### src/rtl/ppsmon_pkg.sv
// rtl/ppsmon_pkg.sv - shared state encodings and register map for the PPS monitor
package ppsmon_pkg;

    typedef enum logic [1:0] {
        ST_IDLE  = 2'd0,
        ST_ACQ   = 2'd1,
        ST_TRACK = 2'd2,
        ST_LOST  = 2'd3
    } pps_state_t;

    localparam logic [2:0] ADDR_MAXCOUNT = 3'd0;
    localparam logic [2:0] ADDR_TOL      = 3'd1;
    localparam logic [2:0] ADDR_PERIOD   = 3'd2;
    localparam logic [2:0] ADDR_ERR      = 3'd3;
    localparam logic [2:0] ADDR_STATUS   = 3'd4;
    localparam logic [2:0] ADDR_EDGES    = 3'd5;
    localparam logic [2:0] ADDR_MIN      = 3'd6;
    localparam logic [2:0] ADDR_MAX      = 3'd7;

    localparam int STAT_EDGE  = 3;
    localparam int STAT_LOST  = 4;
    localparam int STAT_INTEN = 5;

    function automatic logic [31:0] abs_diff(input logic [31:0] a, input logic [31:0] b);
        return (a >= b) ? (a - b) : (b - a);
    endfunction

endpackage

### src/rtl/ppsedge.sv
// rtl/ppsedge.sv - two-flop synchronizer and registered rising-edge pulse for i_pps
module ppsedge (
    input  logic i_clk,
    input  logic i_reset,
    input  logic i_pps,
    output logic o_edge
);
    logic sync1, sync2, prev;

    // Pulse appears three clocks after the raw input rises
    always_ff @(posedge i_clk or posedge i_reset) begin
        if (i_reset) begin
            sync1  <= 1'b0;
            sync2  <= 1'b0;
            prev   <= 1'b0;
            o_edge <= 1'b0;
        end else begin
            sync1  <= i_pps;
            sync2  <= sync1;
            prev   <= sync2;
            o_edge <= sync2 & ~prev;
        end
    end

endmodule

### src/rtl/pps_monitor.sv
// rtl/pps_monitor.sv - PPS period monitor with lock tracking and bus register file
module pps_monitor
    import ppsmon_pkg::*;
#(
    parameter int          DW                 = 32,
    parameter int unsigned CLOCK_FREQUENCY_HZ = 100_000_000,
    parameter int unsigned DEFAULT_TOL        = 1000
) (
    input  logic            i_clk,
    input  logic            i_reset,
    input  logic            i_pps,
    input  logic            i_wb_cyc,
    input  logic            i_wb_stb,
    input  logic            i_wb_we,
    input  logic [2:0]      i_wb_addr,
    input  logic [DW-1:0]   i_wb_data,
    input  logic [DW/8-1:0] i_wb_sel,
    output logic            o_wb_stall,
    output logic            o_wb_ack,
    output logic [DW-1:0]   o_wb_data,
    output logic            o_locked,
    output logic            o_int
);
    pps_state_t  state, state_nxt;
    logic [31:0] ctr, period, err, maxcount, tol, edge_cnt, min_period, max_period;
    logic [15:0] missed;
    logic        edge_f, lost_f, int_en;
    logic        edge_f_nxt, lost_f_nxt, int_en_nxt;
    logic        edge_ev, in_tol, timeout, judged, lost_entry;
    logic        wr_en, wr_status, wr_minmax;
    logic [31:0] wdata, rdata;
    logic        unused_bus;

    assign unused_bus = &{1'b0, i_wb_cyc, i_wb_sel};
    assign o_wb_stall = 1'b0;
    assign wdata      = 32'(i_wb_data);

    ppsedge u_edge (
        .i_clk   (i_clk),
        .i_reset (i_reset),
        .i_pps   (i_pps),
        .o_edge  (edge_ev)
    );

    // Judgement uses the pre-write maxcount/tol so a same-cycle write cannot skew it
    assign in_tol     = (abs_diff(ctr, maxcount) <= tol);
    assign timeout    = ({1'b0, ctr} > ({1'b0, maxcount} + {1'b0, tol}));
    assign judged     = edge_ev && ((state == ST_ACQ) || (state == ST_TRACK));
    assign wr_en      = i_wb_stb && i_wb_we;
    assign wr_status  = wr_en && (i_wb_addr == ADDR_STATUS);
    assign wr_minmax  = wr_en && ((i_wb_addr == ADDR_MIN) || (i_wb_addr == ADDR_MAX));
    assign lost_entry = (state_nxt == ST_LOST) && (state != ST_LOST);

    always_comb begin
        state_nxt = state;
        case (state)
            ST_IDLE:  if (edge_ev) state_nxt = ST_ACQ;
            ST_ACQ:   if (edge_ev) state_nxt = in_tol ? ST_TRACK : ST_ACQ;
                      else if (timeout) state_nxt = ST_LOST;
            ST_TRACK: if (edge_ev) state_nxt = in_tol ? ST_TRACK : ST_ACQ;
                      else if (timeout) state_nxt = ST_LOST;
            ST_LOST:  if (edge_ev) state_nxt = ST_ACQ;
            default:  state_nxt = ST_IDLE;
        endcase
    end

    always_ff @(posedge i_clk or posedge i_reset) begin
        if (i_reset) state <= ST_IDLE;
        else         state <= state_nxt;
    end

    // Sticky flags: a same-cycle set overrides the write-1-to-clear
    always_comb begin
        edge_f_nxt = edge_f;
        lost_f_nxt = lost_f;
        int_en_nxt = int_en;
        if (wr_status) begin
            if (wdata[STAT_EDGE]) edge_f_nxt = 1'b0;
            if (wdata[STAT_LOST]) lost_f_nxt = 1'b0;
            int_en_nxt = wdata[STAT_INTEN];
        end
        if (edge_ev)    edge_f_nxt = 1'b1;
        if (lost_entry) lost_f_nxt = 1'b1;
    end

    always_comb begin
        rdata = '0;
        case (i_wb_addr)
            ADDR_MAXCOUNT: rdata = maxcount;
            ADDR_TOL:      rdata = tol;
            ADDR_PERIOD:   rdata = period;
            ADDR_ERR:      rdata = err;
            ADDR_STATUS:   rdata = {missed, 10'd0, int_en, lost_f, edge_f, o_locked, state};
            ADDR_EDGES:    rdata = edge_cnt;
            ADDR_MIN:      rdata = min_period;
            ADDR_MAX:      rdata = max_period;
            default:       rdata = '0;
        endcase
    end

    always_ff @(posedge i_clk or posedge i_reset) begin
        if (i_reset) begin
            ctr        <= '0;
            period     <= '0;
            err        <= '0;
            edge_cnt   <= '0;
            missed     <= '0;
            min_period <= '1;
            max_period <= '0;
            edge_f     <= 1'b0;
            lost_f     <= 1'b0;
            int_en     <= 1'b0;
            maxcount   <= CLOCK_FREQUENCY_HZ;
            tol        <= DEFAULT_TOL;
            o_wb_ack   <= 1'b0;
            o_wb_data  <= '0;
            o_locked   <= 1'b0;
            o_int      <= 1'b0;
        end else begin
            ctr <= edge_ev ? 32'd1 : ((ctr == '1) ? ctr : ctr + 32'd1);
            if (edge_ev) edge_cnt <= edge_cnt + 32'd1;
            if (judged) begin
                period <= ctr;
                err    <= ctr - maxcount;
            end
            if (lost_entry && (missed != '1)) missed <= missed + 16'd1;

            if (wr_minmax) begin
                min_period <= '1;
                max_period <= '0;
            end else if (judged) begin
                if (ctr < min_period) min_period <= ctr;
                if (ctr > max_period) max_period <= ctr;
            end

            edge_f   <= edge_f_nxt;
            lost_f   <= lost_f_nxt;
            int_en   <= int_en_nxt;
            o_locked <= (state_nxt == ST_TRACK);
            o_int    <= int_en_nxt & (edge_f_nxt | lost_f_nxt);

            if (wr_en && (i_wb_addr == ADDR_MAXCOUNT)) maxcount <= wdata;
            if (wr_en && (i_wb_addr == ADDR_TOL))      tol      <= wdata;

            o_wb_ack <= i_wb_stb;
            if (i_wb_stb) o_wb_data <= DW'(rdata);
        end
    end

endmodule

### config.mk
export PLATFORM = sky130hd
export DESIGN_NAME = pps_monitor
export DESIGN_NICKNAME = d
export VERILOG_FILES = /design/src/rtl/ppsmon_pkg.sv /design/src/rtl/ppsedge.sv /design/src/rtl/pps_monitor.sv
export SDC_FILE = /design/constraint.sdc
export NUM_CORES = 1
export LEC_CHECK = 0
export ABC_AREA = 1
export CORE_UTILIZATION = 57
export DETAILED_ROUTE_END_ITERATION = 12
export GPL_TIMING_DRIVEN = 0
export HOLD_SLACK_MARGIN = 0.15
export PLACE_DENSITY = 0.9
export SYNTH_ARGS = -nofsm -noshare
export SYNTH_HDL_FRONTEND = slang
export SYNTH_SLANG_ARGS = --single-unit
### constraint.sdc
create_clock -name i_clk -period 12.6 [get_ports i_clk]
set_clock_uncertainty 0.05 [all_clocks]
set_input_delay 3.78 -clock i_clk [delete_from_list [all_inputs] [get_ports i_clk]]
set_output_delay 3.78 -clock i_clk [all_outputs]
set_load 0.01 [all_outputs]
Word-level counts from Yosys, hierarchy flattened:

Index checks and enable logic that the tools add are counted.

* bits in registers: 316
* bits of input ports: 45
* logic and storage cells: 93

* magnitude comparators: 5
* multiplexer cells: 22
* bitwise operators: 4
* equality and inequality tests: 16
* reductions and logical operators: 19
* add/sub/neg operators: 6

Operators by type and width (count)
* 32-bit two-way mux: 9
* 32-bit case mux with 8 select lines: 1
* 32-bit by 1-bit adder with 32-bit output, second input constant: 2
* 32-bit subtractor: 2
* 32-bit by 32-bit adder with 33-bit output: 1
* 32-bit by 33-bit greater-than comparator with 1-bit output: 1
* 32-bit equality test, second input constant: 1
* 32-bit greater-or-equal comparator: 1
* 32-bit greater-than comparator: 1
* 32-bit <= comparator: 1
* 32-bit less-than comparator: 1
* 16-bit by 1-bit adder with 16-bit output, second input constant: 1
* 16-bit != test, second input constant: 1
* 3-bit equality test, second input constant: 4
* 2-bit equality test, second input constant: 4
* 1-bit logical AND: 8
* 2-bit two-way mux: 4
* 1-bit two-way mux: 7
* 3-bit by 2-bit equality test with 1-bit output, second input constant: 2
* 2-bit nonzero test: 3
* 2-bit case mux with 2 select lines: 1
* 2-bit AND reduction: 2
* 2-bit OR reduction: 2
* 3-bit by 1-bit equality test with 1-bit output, second input constant: 1
* other kinds (9): 11

Logic depth before layout (Yosys ltp):

* depth after elaboration: 11
* gate-level depth with buffers: 37

Hierarchy:

From an unflattened synthesis, not the netlist that was laid out.

* cell total of the unflattened synthesis: 3049
* area total of the unflattened synthesis: 23426.2 µm²

Modules (own cells, without submodules)
* pps_monitor: times used 1, seq. area each 7870.0 µm², cells each 3042, area an instance 23312.4 µm²
* ppsedge: times used 1, seq. area each 100.1 µm², cells each 7, area an instance 113.9 µm²

Worst setup path after synthesis:

No wires, ideal clock.

* path type: input port to flip-flop
* start point: in i_wb_addr[0]
* end point: reg o_wb_data[0]
* setup time: 125 ps
* setup slack: 7453 ps
* stages: 8
* data arrival time: 4972 ps
* path buffers: 1
* cells stage by stage: inv_1 -> nor2_1 -> inv_1 -> clkbuf_1 -> o22ai_1 -> a221oi_1 -> o211ai_1 -> mux2_2

* word-level cells in the longest chain between the ends: 2
* elaborated cells between the ends (all ways): 9
* classes of those cells: eq/ne (7); mux (1); reduce/logical (1)

Ends and longest elaborated chain
* from (decl): line pps_monitor.sv:15 `input logic [2:0] i_wb_addr,`
* 3-bit equality test (tied with other cells): line pps_monitor.sv:88 `case (i_wb_addr)`
* 32-bit case mux with 8 select lines *: line pps_monitor.sv:88
* to (signal assigned): line pps_monitor.sv:146 `if (i_wb_stb) o_wb_data <= DW'(rdata);`
* to (decl): line pps_monitor.sv:20 `output logic [DW-1:0] o_wb_data,`

Every way passes the cells marked *; elsewhere a longest branch is shown, timed or not.
A chain may end at the register's enable or synchronous reset.

Final worst setup path:

* start point: in i_wb_addr[0]
* end point: reg o_wb_data[30]

Same word-level chain as after synthesis.

==> qor.txt <==
row cnt - 73
CP startpoint - i_wb_addr[0]
sequential share of power - 0.312
clk_lat worst skew - 0.60 ns
VDD IR-drop max - 0.132 mV
Clk pwr share - 0.239
hold path depth - 0
Net Count, Synth - 3335
Sink Count - 316
Netlist cell types - 62
dpl cell area - 0.0249 mm2
FF-to-FF path depth - 26
Synth warnings - 0
vias in the first global route - 21900
Core ar. - 0.0401 mm2
fin util - 0.651
CTS tree - done
max cap viols - 0
largest net degree at the start of global routing - 106
Slew headroom - 0.122
Antenna Cells - 0
worst min-delay path class - flip-flop to flip-flop
DRT iter0 DRCs - 2690
Async SR Flop Fraction - 1.00
pre-CTS setup slack - 5.58 ns
htree depth - 2
# hold bufs at CTS - 0
Int Power - 2.66 mW
routed vias - 22900
cts repair resizes - 0
Post-synth EDFFs - 0
Die Width - 204 um
Die Footprint - 0.0418 mm2
WP data required - 13.05 ns
DRC - 0
antenna violations before repair - 2
post-route cell area - 0.0261 mm2
hold_sp - u_edge.sync1
hpwl dp - 68600 um
WS Path Type - primary input to flip-flop
gr ovfl total - 0
P per Cell Area - 180 mW/mm2
Comb power frac - 0.449
Startpoint Class - primary input
fin. max-slew vios - 0
Total Wirelength - 85200 um
routability cong. - 1.02
CP arrival - 7.15 ns
most common cell after layout, fill and taps aside - nand2_1
Port-buffer cells - 74
top_reg_cell synth - dfrtp_1
Worst Hold Endpoint - u_edge.sync2
DRT Pass-1 Iters - 6
status - completed
Final ANT Viol Nets - 0
Tcrit/Tclk final - 0.532
initial core utilization - 0.583
number of synthesized register bits - 316
IO Count - 81
post-route minimum period - 6.70 ns
area leader, netlist - dfrtp_1
sequential cell area fraction in the yosys report - 0.341
Vias/cell - 6.13
Synth Instances - 3061
post-synth top area share - 0.285
R2R setup slack - 6.73 ns
final hold vios - 0
postcts setup bufs - 0
setup ws final - 5.90 ns
cell area after synthesis - 0.0234 mm2
Max Clock Freq - 0.149 GHz
RSZ-0062 raised after global routing - false
Static Leak - 12.6 nW
setup TNS - 0 ns
CP Capture Type - flip-flop
most frequent cells in the layout - nand2_1, inv_1, dfrtp_1
gr usage total - 0.412
Avg Cell Area, Syn - 7.63 um2
worst-path fanout max - 10
clk root buf - clkbuf_16
CTS buffer count - 37
Synth-to-Final Area Change - 11.8%
sw frac - 0.436
Clock Tree Buf Depth - 3
reg2reg end - missed[6]
# nets final - 3451
worst reg2reg startpoint - ctr[24]
ranking of synthesized cells by area - dfrtp_1, ha_1, nand2_1
Slew @ Worst Pin - 1.31 ns
global-route wire length before repair - 128000 um
share of post-route cells with drive strength above 1 - 0.0761
Sw Pwr - 2.05 mW
wire length per cell - 22.8 um
Die H - 204 um
CTS clock-pin slew for the worst setup and hold paths - 0.06 ns
Final setup viols - 0
==> power groups by stage <==
stage	Clock (mW)	Sequential [mW]	Combinational [mW]
5_1_grt	1.17	1.49	2.33
4_1_cts	1.13	1.46	2.06
3_3_place_gp	0	1.46	2.00
2_1_floorplan	0	1.41	1.46
6_report	1.12	1.47	2.12
3_5_place_dp	0	1.47	2.04
==> synth_stat cells, types with 41 or more instances <==
master / n
nand2_1: 709
o21ai_0: 261
ha_1: 226
nor2_1: 189
inv_1: 405
nand3_1: 78
nor3_1: 57
dfrtp_1: 266
o22ai_1: 64
nand4_1: 41
a21oi_1: 166
xor2_1: 104
clkbuf_1: 56
dfstp_2: 50
==> state kept, by name, indices dropped and copies added (netlist names), 2 cells and up <==
signal and cells:
edge_cnt 32, o_wb_data 32, ctr 32, period 32, maxcount 32, max_period 32
min_period 32, tol 32, err 32, missed 16, state 2
==> critical path, cell delays in order <==
cell and delay [ns]:
clkdlybuf4s50_1 0.57, inv_1 0.14, nor3_2 1.00, inv_1 0.48, clkbuf_1 0.39, o2111ai_1 0.29, o21ai_0 0.30, o21ai_0 0.18
==> kinds of logic (layout without fill, tap and decap cells) <==
kind of cell | count (synthesis) | count (layout) | synth area share
and+or+nand+nor | 1137 | 1137 | 0.206
muxes | 22 | 22 | 0.0105
DFF | 316 | 316 | 0.341
AOI/OAI and AO/OA | 704 | 704 | 0.179
xor gates and xnor gates | 139 | 139 | 0.0521
other | 1 | 1 | 0.000160
adders and majority gates | 229 | 229 | 0.124
buffers and inverters | 513 | 658 | 0.0875
==> routing by layer <==
metal | GRT usage | share of wire | vias up
met5 | 0 | 0.00013 | -
met4 | 0.217 | 0.057 | 2
met3 | 0.0984 | 0.11 | 278
met2 | 0.646 | 0.44 | 1340
met1 | 0.525 | 0.39 | 10700
li1 | - | - | 10500
==> through the flow <==
stage	cells	total power [mW]	hold slack, ns
2_1_floorplan	3061	2.86	0.281
3_3_place_gp	3660	3.46	0.302
3_5_place_dp	3663	3.51	0.292
4_1_cts	3731	4.64	0.313
5_1_grt	3731	4.98	0.318
6_report	3731	4.71	0.312
==> how the worst max path moves through the flow <==
stage,end,slack [ns]
after floorplan,ctr[0],0.11
after global placement,tol[25],-3.58
after detailed placement,o_wb_data[30],5.58
after CTS,o_wb_data[30],6.15
after global routing,o_wb_data[30],5.94
final,o_wb_data[30],5.90
==> area by class of cell <==
class,count,area [um2]
fillers,3540,14000
clock inverters,16,171
flip-flops and latches,316,7970
multi-input cells,2232,13400
inverters,416,1570
clock buffers,52,1090
repair buffers,77,823
well taps,525,657
plain buffers,97,484
Power figures use the tool's default switching activity.
